===== src/rtl/bfp_pkg.sv =====
// bfp_pkg: shared defaults and lane helpers for the block-floating-point unpacker
package bfp_pkg;
  localparam int DEF_EXP_W = 4;
  localparam int DEF_MAN_W = 8;
  localparam int DEF_LANES = 4;
  localparam int BLOCK_LEN = 64;
  localparam int BEATS = BLOCK_LEN / DEF_LANES;
  localparam int BEAT_W = $clog2(BEATS);
  function automatic int lane_lo(input int k, input int w);
    return k * w;
  endfunction
endpackage


===== src/rtl/lzc_norm.sv =====
// lzc_norm: renormalise one sign-magnitude mantissa against a shared exponent
module lzc_norm #(
  parameter int EW = 4,
  parameter int MW = 8,
  parameter int LW = $clog2(MW)
) (
  input  logic [MW-1:0] man,
  input  logic [LW-1:0] lzc,
  input  logic [EW-1:0] e,
  output logic [MW-1:0] nman,
  output logic [EW-1:0] nexp
);
  logic [MW-2:0] mag;
  logic [EW-1:0] sh;
  logic zero;
  always_comb begin
    mag = man[MW-2:0];
    zero = mag == '0;
    // shift is capped by the exponent so it can never underflow
    sh = (int'(lzc) <= int'(e)) ? EW'(lzc) : e;
    nman = zero ? '0 : {man[MW-1], mag << sh};
    nexp = zero ? '0 : e - sh;
  end
endmodule


===== src/rtl/bfp_unpack.sv =====
// bfp_unpack: streaming shared-exponent block to per-element exponent unpacker
module bfp_unpack
  import bfp_pkg::*;
#(
  parameter int expWidth = DEF_EXP_W,
  parameter int manWidth = DEF_MAN_W,
  parameter int LANES = DEF_LANES
) (
  input  logic                         clk,
  input  logic                         rst,
  input  logic                         in_valid,
  output logic                         in_ready,
  input  logic [expWidth-1:0]          in_exp,
  input  logic [LANES*manWidth-1:0]    in_man,
  input  logic                         in_last,
  output logic                         out_valid,
  input  logic                         out_ready,
  output logic [LANES*expWidth-1:0]    out_exp,
  output logic [LANES*manWidth-1:0]    out_man,
  output logic                         out_last,
  output logic                         blk_err
);
  localparam int NB = BLOCK_LEN / LANES;
  localparam int BW = $clog2(NB);
  localparam int MG = manWidth - 1;
  localparam int LW = $clog2(manWidth);
  logic [BW-1:0] beat;
  logic [expWidth-1:0] shexp, beat_exp;
  logic s1_v, s1_last, s2_v, acc, s2_ld, is_last, first;
  logic [expWidth-1:0] s1_exp;
  logic [LANES*manWidth-1:0] s1_man, n_man;
  logic [LANES*LW-1:0] lzc, s1_lzc;
  logic [LANES*expWidth-1:0] n_exp;
  assign in_ready = !s1_v || !s2_v || out_ready;
  assign out_valid = s2_v;
  assign acc = in_valid && in_ready;
  assign s2_ld = !s2_v || out_ready;
  assign is_last = beat == BW'(NB - 1);
  assign first = beat == '0;
  // beat 0 carries its exponent straight from the input while shexp is being latched
  assign beat_exp = first ? in_exp : shexp;
  always_comb begin
    lzc = '0;
    for (int k = 0; k < LANES; k++) begin
      lzc[k*LW +: LW] = LW'(MG);
      for (int i = 0; i < MG; i++)
        if (in_man[lane_lo(k, manWidth) + i]) lzc[k*LW +: LW] = LW'(MG - 1 - i);
    end
  end
  for (genvar k = 0; k < LANES; k++) begin : g_lane
    lzc_norm #(.EW(expWidth), .MW(manWidth), .LW(LW)) u_norm (
      .man (s1_man[k*manWidth +: manWidth]),
      .lzc (s1_lzc[k*LW +: LW]),
      .e   (s1_exp),
      .nman(n_man[k*manWidth +: manWidth]),
      .nexp(n_exp[k*expWidth +: expWidth])
    );
  end
  always_ff @(posedge clk or posedge rst) begin
    if (rst) begin
      beat <= '0;
      shexp <= '0;
      blk_err <= 1'b0;
      s1_v <= 1'b0;
      s1_last <= 1'b0;
      s1_exp <= '0;
      s1_man <= '0;
      s1_lzc <= '0;
      s2_v <= 1'b0;
      out_exp <= '0;
      out_man <= '0;
      out_last <= 1'b0;
    end else begin
      blk_err <= acc && (in_last != is_last);
      if (acc) begin
        beat <= (in_last || is_last) ? '0 : beat + 1'b1;
        if (first) shexp <= in_exp;
      end
      if (in_ready) begin
        s1_v <= in_valid;
        s1_last <= is_last;
        s1_exp <= beat_exp;
        s1_man <= in_man;
        s1_lzc <= lzc;
      end
      if (s2_ld) begin
        s2_v <= s1_v;
        out_exp <= n_exp;
        out_man <= n_man;
        out_last <= s1_v && s1_last;
      end
    end
  end
endmodule


===== config.mk =====
export PLATFORM = sky130hd
export DESIGN_NAME = bfp_unpack
export DESIGN_NICKNAME = d
export VERILOG_FILES = /design/src/rtl/bfp_pkg.sv /design/src/rtl/lzc_norm.sv /design/src/rtl/bfp_unpack.sv
export SDC_FILE = /design/constraint.sdc
export NUM_CORES = 1
export LEC_CHECK = 0
export CAP_MARGIN = 20
export CELL_PAD_IN_SITES_DETAIL_PLACEMENT = 1
export CELL_PAD_IN_SITES_GLOBAL_PLACEMENT = 2
export CORE_MARGIN = 2
export CORE_UTILIZATION = 34
export DETAILED_ROUTE_END_ITERATION = 10
export GPL_TIMING_DRIVEN = 0
export HOLD_SLACK_MARGIN = 0.05
export PLACE_DENSITY_LB_ADDON = 0.1
export SLEW_MARGIN = 20
export SYNTH_ARGS = -nofsm -noshare
export SYNTH_HDL_FRONTEND = slang
export SYNTH_SLANG_ARGS = --single-unit
export TNS_END_PERCENT = 5

===== constraint.sdc =====
create_clock -name clk -period 6.1 [get_ports clk]
set_clock_uncertainty 0.15 [all_clocks]
set_input_delay 1.83 -clock clk [delete_from_list [all_inputs] [get_ports clk]]
set_output_delay 1.83 -clock clk [all_outputs]
set_load 0.03 [all_outputs]

Word level (Yosys, flattened, before mapping)
Index checks and enable logic that the tools add are counted.
{"block": "word_totals", "ff_bits": 109, "input_bits": 41, "word_cells": 83}
{"block": "classes", "addsub": 5, "magnitude_cmp": 4, "eq_ne": 2, "shifts": 4, "mux": 42, "reduce_logical": 14}
{"operator": "$mux 3", "n": 24}
{"operator": "$mux 4", "n": 10}
{"operator": "$mux 8", "n": 4}
{"operator": "$logic_not 7->1", "n": 4}
{"operator": "$shl 7x4->7", "n": 4}
{"operator": "$le 3x4->1", "n": 4}
{"operator": "$sub 4x4->4", "n": 4}
{"operator": "$add 4x1->4 const B", "n": 1}
{"operator": "$eq 4x4->1 const B", "n": 1}
{"operator": "$logic_not 4->1", "n": 1}
{"operator": "$logic_or 1x1->1", "n": 4}
{"operator": "$mux 1", "n": 4}
{"operator": "$logic_and 1x1->1", "n": 3}
{"operator": "$logic_not 1->1", "n": 2}
{"operator": "$ne 1x1->1", "n": 1}

Logic depth before layout (Yosys ltp)
{"block": "depth", "word_depth": 7, "mapped_depth": 15}

Modules after synthesis
A second synthesis with hierarchy kept.
{"block": "unflattened", "hier_cells": 774, "hier_area_um2": 7076.8}
{"module": "bfp_unpack", "n_inst": 1, "cells_per_inst": 371, "area_each_um2": 4375.4, "seq_area_each_um2": 2727.6}
{"module": "lzc_norm (g_lane[0].u_norm ...)", "n_inst": 2, "cells_per_inst": 103, "area_each_um2": 691.9, "seq_area_each_um2": 0.0}
{"module": "lzc_norm (g_lane[3].u_norm)", "n_inst": 1, "cells_per_inst": 101, "area_each_um2": 679.4, "seq_area_each_um2": 0.0}
{"module": "lzc_norm (g_lane[2].u_norm)", "n_inst": 1, "cells_per_inst": 96, "area_each_um2": 638.1, "seq_area_each_um2": 0.0}

Least setup slack after synthesis
No wires, ideal clock.
{"block": "synth_path", "kind": "input-to-output", "from": "input port out_ready", "to": "output port in_ready", "arrival_ns": 2.811, "path_slack_ns": 1.309, "cell_stages": 5, "path_buffers": 2, "path_cell_list": "nor2b_1 -> and2_1 -> clkbuf_1 -> clkinv_1 -> clkbuf_1"}
{"block": "synth_via", "elab_chain_len": 1}
{"element": "start: declaration", "line": "bfp_unpack.sv:17", "text": "input logic out_ready,"}
{"element": "$logic_or 1x1->1", "line": "bfp_unpack.sv:34", "text": "assign in_ready = !s1_v || !s2_v || out_ready;"}
{"element": "end: declaration", "line": "bfp_unpack.sv:12", "text": "output logic in_ready,"}
No other way between the ends.

Worst setup path after layout
Ends and elaborated chain as after synthesis.

==> metrics.yaml <==
status: "finished, final reports clean"
dr.pass1.iters: 4
initial_core_util_pct: 34.72
crit_path_frequent_cell: "clkdlybuf4s50_1"
dp_hpwl_microns: 13250
hold_violations: 0
critPathKind: "in -> out"
vias: 5013
utilization_pct: 43.46
period_share_pct: 95.57
grt_setup_unrepaired: "false"
antenna_found_initial: 0
syn_nets: 705
ys_ff_latch: 109
clockRootBuffer: "clkbuf_16"
powerDensity_nw_per_um2: 410.8
drt_iter0_drc: 164
cp-end-kind: "output pin"
synth_edf_count: 0
grt_pass1_vias: 5344
whs_ps: 326.7
path_cells: "clkdlybuf4s50_1 -> nor2b_1 -> and2_2 -> clkinvlp_4 -> clkdlybuf4s50_1"
synth_ff_type: "dfrtp_1"
cts_buffers: 9
die_y_microns: 136.7
crit_path_top_delay_cell: "clkdlybuf4s50_1"
overflow: 0
synthesis.area_sq_um: 5984
cts.sinks: 109
clock_latency_ps: 360
ys_top_cells_by_area: "dfrtp_1 46%, nand2_1 10%, ha_1 5.6%"
hp-class: "reg -> reg"
grt_use_total_pct: 20.00
synth_warnings: 0
ys_types: 60
max_stage_delay_ps: 700
die_x_microns: 136.7
reg2reg_depth: 11
min_path_cells: 2
synth_most_common_cell: "nand2_1"
cp.arrival_ps: 3850
worstMarginPinSlew_ps: 892.3
fin_area_sq_um: 7491
start_kind: "input port"
synth_common_cells: "161 x nand2_1, 109 x dfrtp_1, 48 x o21ai_0, 33 x inv_1, 28 x mux2i_1"
post_cts_buffers: 0
grt_pass1_wl_microns: 28500
synth_largest_area_cell: "dfrtp_1"
yosysSeqAreaShare_pct: 45.58
fp-row-count: 48
cts.repair.resized: 1
fp.coreArea_sq_um: 17240
crit_fanout: 16
drive_above_1_share_pct: 7.734
cts_max_path_buffers: 2
grt_start_max_net_pins: 68
finalNonFillerCells: 962
maxSlewHeadroom_pct: 40.38
peakVddDrop_mv: 0.1871
cts_max_level: 3
dp.cells: 951
avgSynthCellArea_sq_um: 9.454
gp_congestion: 0.8020
syn_to_final_growth_pct: 25.17
wirelength_microns: 17770
finalMaxSlewViolations: 0
die_area_sq_um: 18680
cap_violations: 0
holdBufCountCts: 0
drc: 0
setup_viol: 0
clk_pin_slew_ps: 70
num_antenna_cells: 0
synth-async-reset-ratio_pct: 100.0
numPortBuffers: 92
fin_crit_ps: 5830
synthCells: 633
ios: 93
cts_tree: "done"
power.leakage_uw: 0.003393
avgRoutedWirePerCell_microns: 18.48
antenna_left: 0
crit_required_ps: 4120
yosysTopAreaCellShare_pct: 45.58
dpl_cell_area_sq_um: 7219
via_per_inst: 5.211
fmaxAchievable_mhz: 171.5
nets: 807
-- logic make-up after synthesis --
| kind of cell | synth area share [%] |
|---|---|
| flip-flops | 45.58 |
| AO/OA/AOI/OAI | 13.99 |
| buffers and inverters | 4.140 |
| XOR/XNOR | 1.756 |
| adder cells (fa/ha/maj) | 6.983 |
| AND/OR/NAND/NOR | 17.94 |
| multiplexers | 9.617 |
-- flip-flops by register name (all words and copies together) (netlist names) --
register and count:
out_last 1, shexp 4, s1_exp 4, s1_lzc 12
s1_v 1, beat 4, s1_man 32, out_exp 16
out_valid 1, out_man 32, blk_err 1, s1_last 1
-- power breakdown --
| group | internal (uW) | leakage (uW) | total, uW | switching [uW] |
|---|---|---|---|---|
| registers | 910 | 0.00134 | 1060 | 147 |
| logic | 616 | 0.00192 | 1450 | 834 |
| clock network | 304 | 0.000133 | 571 | 266 |
| total | 1830 | 0.00339 | 3080 | 1250 |
-- cell type report --
class | count | area [sq um]
Buffer | 23 | 105.1
Clock buffer | 12 | 266.5
Clock inverter | 1 | 7.507
Fill cell | 1957 | 9746
Inverter | 36 | 143.9
Multi-Input combinational cell | 463 | 3010
Sequential cell | 109 | 2728
Tap cell | 225 | 281.5
Timing Repair Buffer | 93 | 948.4
-- worst max-delay path: cells and delay by family --
family / cells / cell delay (ps)
AND/OR/NAND/NOR: 2 / 480
buffers and inverters: 3 / 1530
-- worst paths after layout --
kind | startpoint | endpoint | slack, ps
setup / recovery | out_ready | in_ready | 270
hold / removal | s1_man[31]$_DFFE_PP0N_ | s1_man[31]$_DFFE_PP0N_ | 330
setup reg to reg | s1_exp[1]$_DFFE_PP0N_ | out_exp[14]$_DFFE_PP0P_ | 2010
hold reg to reg | s1_man[31]$_DFFE_PP0N_ | s1_man[31]$_DFFE_PP0N_ | 330
max in group asynchronous | rst | out_exp[0]$_DFFE_PP0P_ | 3420
min in group asynchronous | rst | out_exp[8]$_DFFE_PP0P_ | 1700
-- layout by cell type, fill, tap and decap left out, types with 12 or more instances in the layout --
master,n
a21oi_1,16
clkbuf_1,18
clkdlybuf4s50_1,92
dfrtp_1,109
ha_1,27
inv_1,32
mux2_2,13
mux2i_1,28
nand2_1,161
nand3_1,12
nor2_1,24
o21ai_0,48
-- layer usage --
metal	up-vias	track usage, %	part of all wire, %
li1	2388	-	-
met1	2526	26.15	45
met2	78	33.97	50
met3	21	2.593	2.8
met4	0	7.118	2.1
met5	-	0	0
-- stage by stage --
step	setup WS [ps]	total power, uW	setup TNS (ps)
2_1_floorplan	1246	1978	0
3_3_place_gp	-544.8	2488	-58360
3_5_place_dp	-326.3	2539	-326.3
4_1_cts	20.10	3118	0
5_1_grt	150.6	3285	0
6_report	270.4	3078	0
No activity file was read; power rests on OpenSTA's default activity.
